### config.mk
export PLATFORM = sky130hd
export DESIGN_NAME = pipeline_hazard_ctrl
export DESIGN_NICKNAME = d
export VERILOG_FILES = /design/src/rtl/pipeline_pkg.sv /design/src/rtl/sat_counter.sv /design/src/rtl/pipeline_hazard_ctrl.sv
export SDC_FILE = /design/constraint.sdc
export NUM_CORES = 1
export LEC_CHECK = 0
export ABC_AREA = 1
export CELL_PAD_IN_SITES_DETAIL_PLACEMENT = 1
export CELL_PAD_IN_SITES_GLOBAL_PLACEMENT = 2
export CORE_ASPECT_RATIO = 0.7
export CORE_MARGIN = 1.5
export CORE_UTILIZATION = 29
export CTS_CLUSTER_DIAMETER = 80
export DETAILED_ROUTE_END_ITERATION = 10
export GPL_ROUTABILITY_DRIVEN = 0
export PLACE_DENSITY = 0.89
export SYNTH_ARGS = -nofsm -noshare
export SYNTH_HDL_FRONTEND = slang
export SYNTH_HIERARCHICAL = 1
export SYNTH_SLANG_ARGS = --single-unit
### constraint.sdc
create_clock -name clk -period 2.4 [get_ports clk]
set_clock_uncertainty 0.2 [all_clocks]
set_input_delay 0.36 -clock clk [delete_from_list [all_inputs] [get_ports clk]]
set_output_delay 0.36 -clock clk [all_outputs]
set_load 0.01 [all_outputs]
### src/rtl/pipeline_pkg.sv
`default_nettype none
// ============================================================
// pipeline_pkg : shared types/constants for hazard control
// Revision 1.0
// ============================================================
package pipeline_pkg;

  typedef enum logic [1:0] {
    RUN      = 2'd0,
    MEM_WAIT = 2'd1,
    HALT     = 2'd2
  } state_t;

  localparam logic [4:0] REG_ZERO            = 5'd0;
  localparam int         DEFAULT_MEM_TIMEOUT = 200;

endpackage : pipeline_pkg
`default_nettype wire

### src/rtl/sat_counter.sv
`default_nettype none
// ============================================================
// sat_counter : enable-driven up counter that sticks at all-ones
// Revision 1.0
// ============================================================
module sat_counter #(
  parameter int WIDTH = 32
) (
  input  logic             clk,
  input  logic             rst,
  input  logic             en_i,
  output logic [WIDTH-1:0] cnt_o
);

  logic [WIDTH-1:0] cnt_q;
  logic [WIDTH-1:0] cnt_d;

  always_comb begin
    cnt_d = cnt_q;
    if (en_i && (cnt_q != {WIDTH{1'b1}})) begin
      cnt_d = cnt_q + 1'b1;
    end
  end

  always_ff @(posedge clk or posedge rst) begin
    if (rst) begin
      cnt_q <= '0;
    end else begin
      cnt_q <= cnt_d;
    end
  end

  assign cnt_o = cnt_q;

endmodule : sat_counter
`default_nettype wire

### src/rtl/pipeline_hazard_ctrl.sv
`default_nettype none
// ============================================================
// pipeline_hazard_ctrl : stall/flush sequencer for the 5-stage pipe
// Revision 1.0
// ============================================================
module pipeline_hazard_ctrl
  import pipeline_pkg::*;
#(
  parameter int TIMEOUT_W   = 8,
  parameter int MEM_TIMEOUT = DEFAULT_MEM_TIMEOUT,
  parameter int CNT_W       = 32
) (
  input  logic             clk,
  input  logic             reset,
  input  logic             id_ex_memread,
  input  logic [4:0]       id_ex_rd,
  input  logic [4:0]       if_id_rs1,
  input  logic [4:0]       if_id_rs2,
  input  logic             branch_taken,
  input  logic             dmem_req,
  input  logic             dmem_ready,
  output logic             PCwrite,
  output logic             IF_IDwrite,
  output logic             ID_EXwrite,
  output logic             EX_MEMwrite,
  output logic             control_sel,
  output logic             if_id_flush,
  output logic             mem_wb_bubble,
  output logic             halted,
  output logic [CNT_W-1:0] stall_cnt,
  output logic [CNT_W-1:0] flush_cnt
);

  // Last wait count value from which the next unready cycle halts.
  localparam logic [TIMEOUT_W-1:0] TIMEOUT_LAST = TIMEOUT_W'(MEM_TIMEOUT - 1);

  state_t               state_q, state_d;
  logic [TIMEOUT_W-1:0] wait_q, wait_d;

  logic loaduse;
  logic memwait;
  logic apply_run;
  logic br_flush;

  assign loaduse = id_ex_memread && (id_ex_rd != REG_ZERO) &&
                   ((id_ex_rd == if_id_rs1) || (id_ex_rd == if_id_rs2));
  assign memwait = dmem_req && !dmem_ready;

  always_comb begin
    PCwrite       = 1'b1;
    IF_IDwrite    = 1'b1;
    ID_EXwrite    = 1'b1;
    EX_MEMwrite   = 1'b1;
    control_sel   = 1'b0;
    if_id_flush   = 1'b0;
    mem_wb_bubble = 1'b0;
    br_flush      = 1'b0;
    apply_run     = 1'b0;
    state_d       = state_q;
    wait_d        = wait_q;

    case (state_q)
      RUN: apply_run = 1'b1;
      MEM_WAIT: begin
        if (dmem_ready) begin
          apply_run = 1'b1;
          state_d   = RUN;
          wait_d    = '0;
        end else begin
          PCwrite       = 1'b0;
          IF_IDwrite    = 1'b0;
          ID_EXwrite    = 1'b0;
          EX_MEMwrite   = 1'b0;
          mem_wb_bubble = 1'b1;
          if (wait_q >= TIMEOUT_LAST) begin
            state_d = HALT;
          end else begin
            wait_d = wait_q + 1'b1;
          end
        end
      end
      HALT: begin
        PCwrite       = 1'b0;
        IF_IDwrite    = 1'b0;
        ID_EXwrite    = 1'b0;
        EX_MEMwrite   = 1'b0;
        control_sel   = 1'b1;
        mem_wb_bubble = 1'b1;
      end
      default: begin
        PCwrite       = 1'b0;
        IF_IDwrite    = 1'b0;
        ID_EXwrite    = 1'b0;
        EX_MEMwrite   = 1'b0;
        control_sel   = 1'b1;
        mem_wb_bubble = 1'b1;
        state_d       = RUN;
        wait_d        = '0;
      end
    endcase

    // Priority: memory wait freezes everything, then branch flush, then load-use.
    if (apply_run) begin
      if (memwait) begin
        PCwrite       = 1'b0;
        IF_IDwrite    = 1'b0;
        ID_EXwrite    = 1'b0;
        EX_MEMwrite   = 1'b0;
        mem_wb_bubble = 1'b1;
        state_d       = MEM_WAIT;
        wait_d        = TIMEOUT_W'(1);
      end else if (branch_taken) begin
        if_id_flush = 1'b1;
        control_sel = 1'b1;
        br_flush    = 1'b1;
      end else if (loaduse) begin
        PCwrite     = 1'b0;
        IF_IDwrite  = 1'b0;
        control_sel = 1'b1;
      end
    end

    if (reset) begin
      PCwrite       = 1'b0;
      IF_IDwrite    = 1'b0;
      ID_EXwrite    = 1'b0;
      EX_MEMwrite   = 1'b0;
      control_sel   = 1'b1;
      if_id_flush   = 1'b1;
      mem_wb_bubble = 1'b1;
    end
  end

  always_ff @(posedge clk or posedge reset) begin
    if (reset) begin
      state_q <= RUN;
      wait_q  <= '0;
    end else begin
      state_q <= state_d;
      wait_q  <= wait_d;
    end
  end

  assign halted = (state_q == HALT);

  sat_counter #(.WIDTH(CNT_W)) u_stall_cnt (
    .clk  (clk),
    .rst  (reset),
    .en_i (!PCwrite),
    .cnt_o(stall_cnt)
  );

  sat_counter #(.WIDTH(CNT_W)) u_flush_cnt (
    .clk  (clk),
    .rst  (reset),
    .en_i (br_flush),
    .cnt_o(flush_cnt)
  );

endmodule : pipeline_hazard_ctrl
`default_nettype wire

==> results.sh, run 1 <==
export IMPL_nets=976
export IMPL_grtUsageMet3_pct=4.58
export IMPL_area_growth_pct=30.2
export IMPL_insertedDiodeCount=0
export IMPL_cp_start_kind="input port"
export IMPL_busiest_layer="met1"
export IMPL_fin_total_pwr_mw=3.80
export IMPL_fmax_mhz=453
export IMPL_io_pins=93
export IMPL_crit_top_cell="nand2_1"
export IMPL_use_met2_pct=28.3
export IMPL_num_vias=5453
export IMPL_post_route_period_util_pct=91.9
export IMPL_grtUsageMet1_pct=29.1
export IMPL_leakagePower_nw=3.26
export IMPL_vias_per_cell=4.57
export IMPL_ys_seq_area_share_pct=34.8
export IMPL_clk_latency_ns=0.34
export IMPL_crit_fanout=2
export IMPL_grt_usage_pct=19.5
export IMPL_hpwl_um=13800
export IMPL_portBuffers=92
export IMPL_grt_start_max_net_pins=33
export IMPL_routedWlPerCell_um=15.0
export IMPL_layout_setup_ws_ns=0.194
export IMPL_drc_errors=0
export IMPL_syn_nets=863
export IMPL_avgSynthCellArea_um2=6.34
export IMPL_std_cell_rows=41
export IMPL_holdCritPathClass="in2async"
export IMPL_fin_util_pct=38.4
export IMPL_slew_headroom_pct=68.9
export IMPL_ir_drop_v=0.000354
export IMPL_worst_setup_path_type="in2out"
export IMPL_path_cells="clkdlybuf4s50_1 -> xor2_1 -> nor2_1 -> nand3_1 -> nand2_1 -> nand2_1 -> o21ai_1 -> clkdlybuf4s15_1"
export IMPL_grt_overflow=0
export IMPL_layout_drive_gt1_share_pct=7.95
export IMPL_async_flop_share_pct=100
export IMPL_cts_root_buf="clkbuf_16"
export IMPL_required_ns=1.84
export IMPL_status="finished, final reports clean"
export IMPL_antenna_found_initial=0
export IMPL_core_area_um2=18000
export IMPL_max_stage_delay_ns=0.42
export IMPL_drt_iter0_drc=298
export IMPL_cts_inserted_buffers=9
export IMPL_firstDrtPassIters=4
export IMPL_critPathArrivalTime_ns=1.65
export IMPL_fin_setup_tns_ns=0
export IMPL_tritoncts="built"
export IMPL_syn_inst=839
export IMPL_cap_violations=0
export IMPL_grt_pass1_vias=5367
export IMPL_cts_sinks=74
export IMPL_ys_flop_type="dfrtp_1"
export IMPL_crit_path_end_kind="output pin"
export IMPL_synth_edff_count=0
export IMPL_period_minus_slack_ns=2.21
export IMPL_routed_wl_um=17900
export IMPL_htreeDepth=3
export IMPL_grt_pass1_wl_um=28600
export IMPL_powerDensity_nw_per_um2=550
export IMPL_hold_violations=0
export IMPL_path_clk_slew_ns=0.06
export IMPL_start_util_pct=29.5
export IMPL_rsz0062_at_grt="no"
export IMPL_synth_seq_cells=74
export IMPL_ys_warn_count=6
export IMPL_finalSetupViolations=0
export IMPL_place_ws_ns=-0.219
export IMPL_syn_cell_area_um2=5320
export IMPL_die_y_um=116
export IMPL_cp_slowest_cell="clkdlybuf4s50_1"
export IMPL_slew_violations=0
export IMPL_dieWidth_um=165
export IMPL_cts_buffer_depth=2
export IMPL_tightest_slew_ns=0.466
export IMPL_worst_hold_slack_ns=0.266
export IMPL_dieArea_um2=19200
export IMPL_ys_types=32
export IMPL_drt_antenna_violating_nets=0
[synthesized netlist by cell type, types with 5 or more instances]
cell type,n,share of area [%]
a21oi_1,8,0.75
dfrtp_1,74,35
inv_1,72,5.1
nand2_1,414,29
nand2_2,7,0.82
nand3_1,37,3.5
nand4_1,6,0.71
nor2_1,116,8.2
nor2_2,9,1.1
nor3_1,5,0.47
o21ai_0,9,0.85
xnor2_1,14,2.3
xor2_1,20,3.3
[path summary, 6_finish.rpt]
path,start,to,slack (ns),depth (start not counted)
max reg2reg,u_stall_cnt/cnt_o[2],u_stall_cnt/cnt_o[19],0.30,9
min,reset,wait_q[7],0.27,3
max,if_id_rs2[1],control_sel,0.19,8
min in group clk,u_flush_cnt/cnt_o[1],u_flush_cnt/cnt_o[1],0.35,2
max in group asynchronous,reset,u_stall_cnt/cnt_o[21],1.20,4
min reg2reg,u_flush_cnt/cnt_o[1],u_flush_cnt/cnt_o[1],0.35,2
[worst max-delay path, delay by kind of cell]
family	cells	cell delay [ns]
xor gates and xnor gates	1	0.15
and+or+nand+nor	4	0.33
AOI/OAI and AO/OA	1	0.12
buffers and inverters	2	0.68
[registers in the layout, summed over array words and instances (netlist names)]
register	count
wait_q	8
u_stall_cnt/cnt_o	32
u_flush_cnt/cnt_o	32
state_q	2
[repair_timing]
action	4_1_cts	5_1_grt
buffers inserted	1	1
hold buffers	0	0
cloned	0	0
gates resized for setup	11	10
pin swaps	0	4
setup endpoints to repair	7	17
[metal layers]
metal / share of wire (%) / up-vias / wire, um
met1: 53 / 2553 / 9530
met3: 5.5 / 12 / 981
li1: - / 2779 / -
met2: 40 / 109 / 7170
met4: 0.95 / 0 / 170
met5: 0 / - / 0
[layout by cell type, fill, tap and decap left out, drive strengths merged]
cell type      netlist  final
nand2              425    425
nor2               129    129
clkdlybuf4s50        0     79
inv                 76     76
dfrtp               74     74
nand3               37     37
buf                 14     24
xor2                20     20
clkbuf               0     15
xnor2               14     14
o21ai               14     14
a21oi                8      8
nand4                6      6
dlygate4sd2          0      6
nor3                 6      6
nand3b               6      6
dlymetal6s2s         0      4
ha                   3      3
o21bai               2      2
a22oi                2      2
bufinv               0      2
a31oi                1      1
a311oi               1      1
a211oi               1      1
clkdlybuf4s15        0      1
[logic make-up after synthesis]
kind of cell	count (synthesis)	synth area share, %
fa+ha+maj	3	0.706
xor+xnor	34	5.60
buf+inv	90	8.10
flops	74	34.8
simple gates	609	47.6
compound gates	29	3.13
[final cells by class]
cell class	instances	area [um2]
flip-flops and latches	74	1850
repair buffers	116	1120
clock buffers	13	260
clock inverters	2	60.1
inverters	76	285
well taps	236	295
fillers	2350	11100
multi-input cells	675	3050
[where the power goes]
part	switching, mW	leakage (nW)	internal (mW)
Sequential	0.162	1.01	1.34
Clock	0.534	0.156	0.963
Combinational	0.433	2.09	0.367
Total	1.13	3.26	2.67
[through the flow]
stage	area, um2	instances
2_1_floorplan	5320	839
3_3_place_gp	6580	1175
3_5_place_dp	6580	1175
4_1_cts	6900	1191
5_1_grt	6920	1192
6_report	6920	1192
Power figures use the tool's default switching activity.
==> run 2, diff against run 1 <==
Settings changed: ABC_CLOCK_PERIOD_IN_PS from default to 2400.
==> results of run 2 <==
The final DEF is identical to that of run 1; final timing and power are the same.
==> run 3, diff against run 2 <==
Settings changed: GPL_ROUTABILITY_DRIVEN 0 to default.
==> results of run 3 <==
The final DEF is identical to that of run 1; final timing and power are the same.
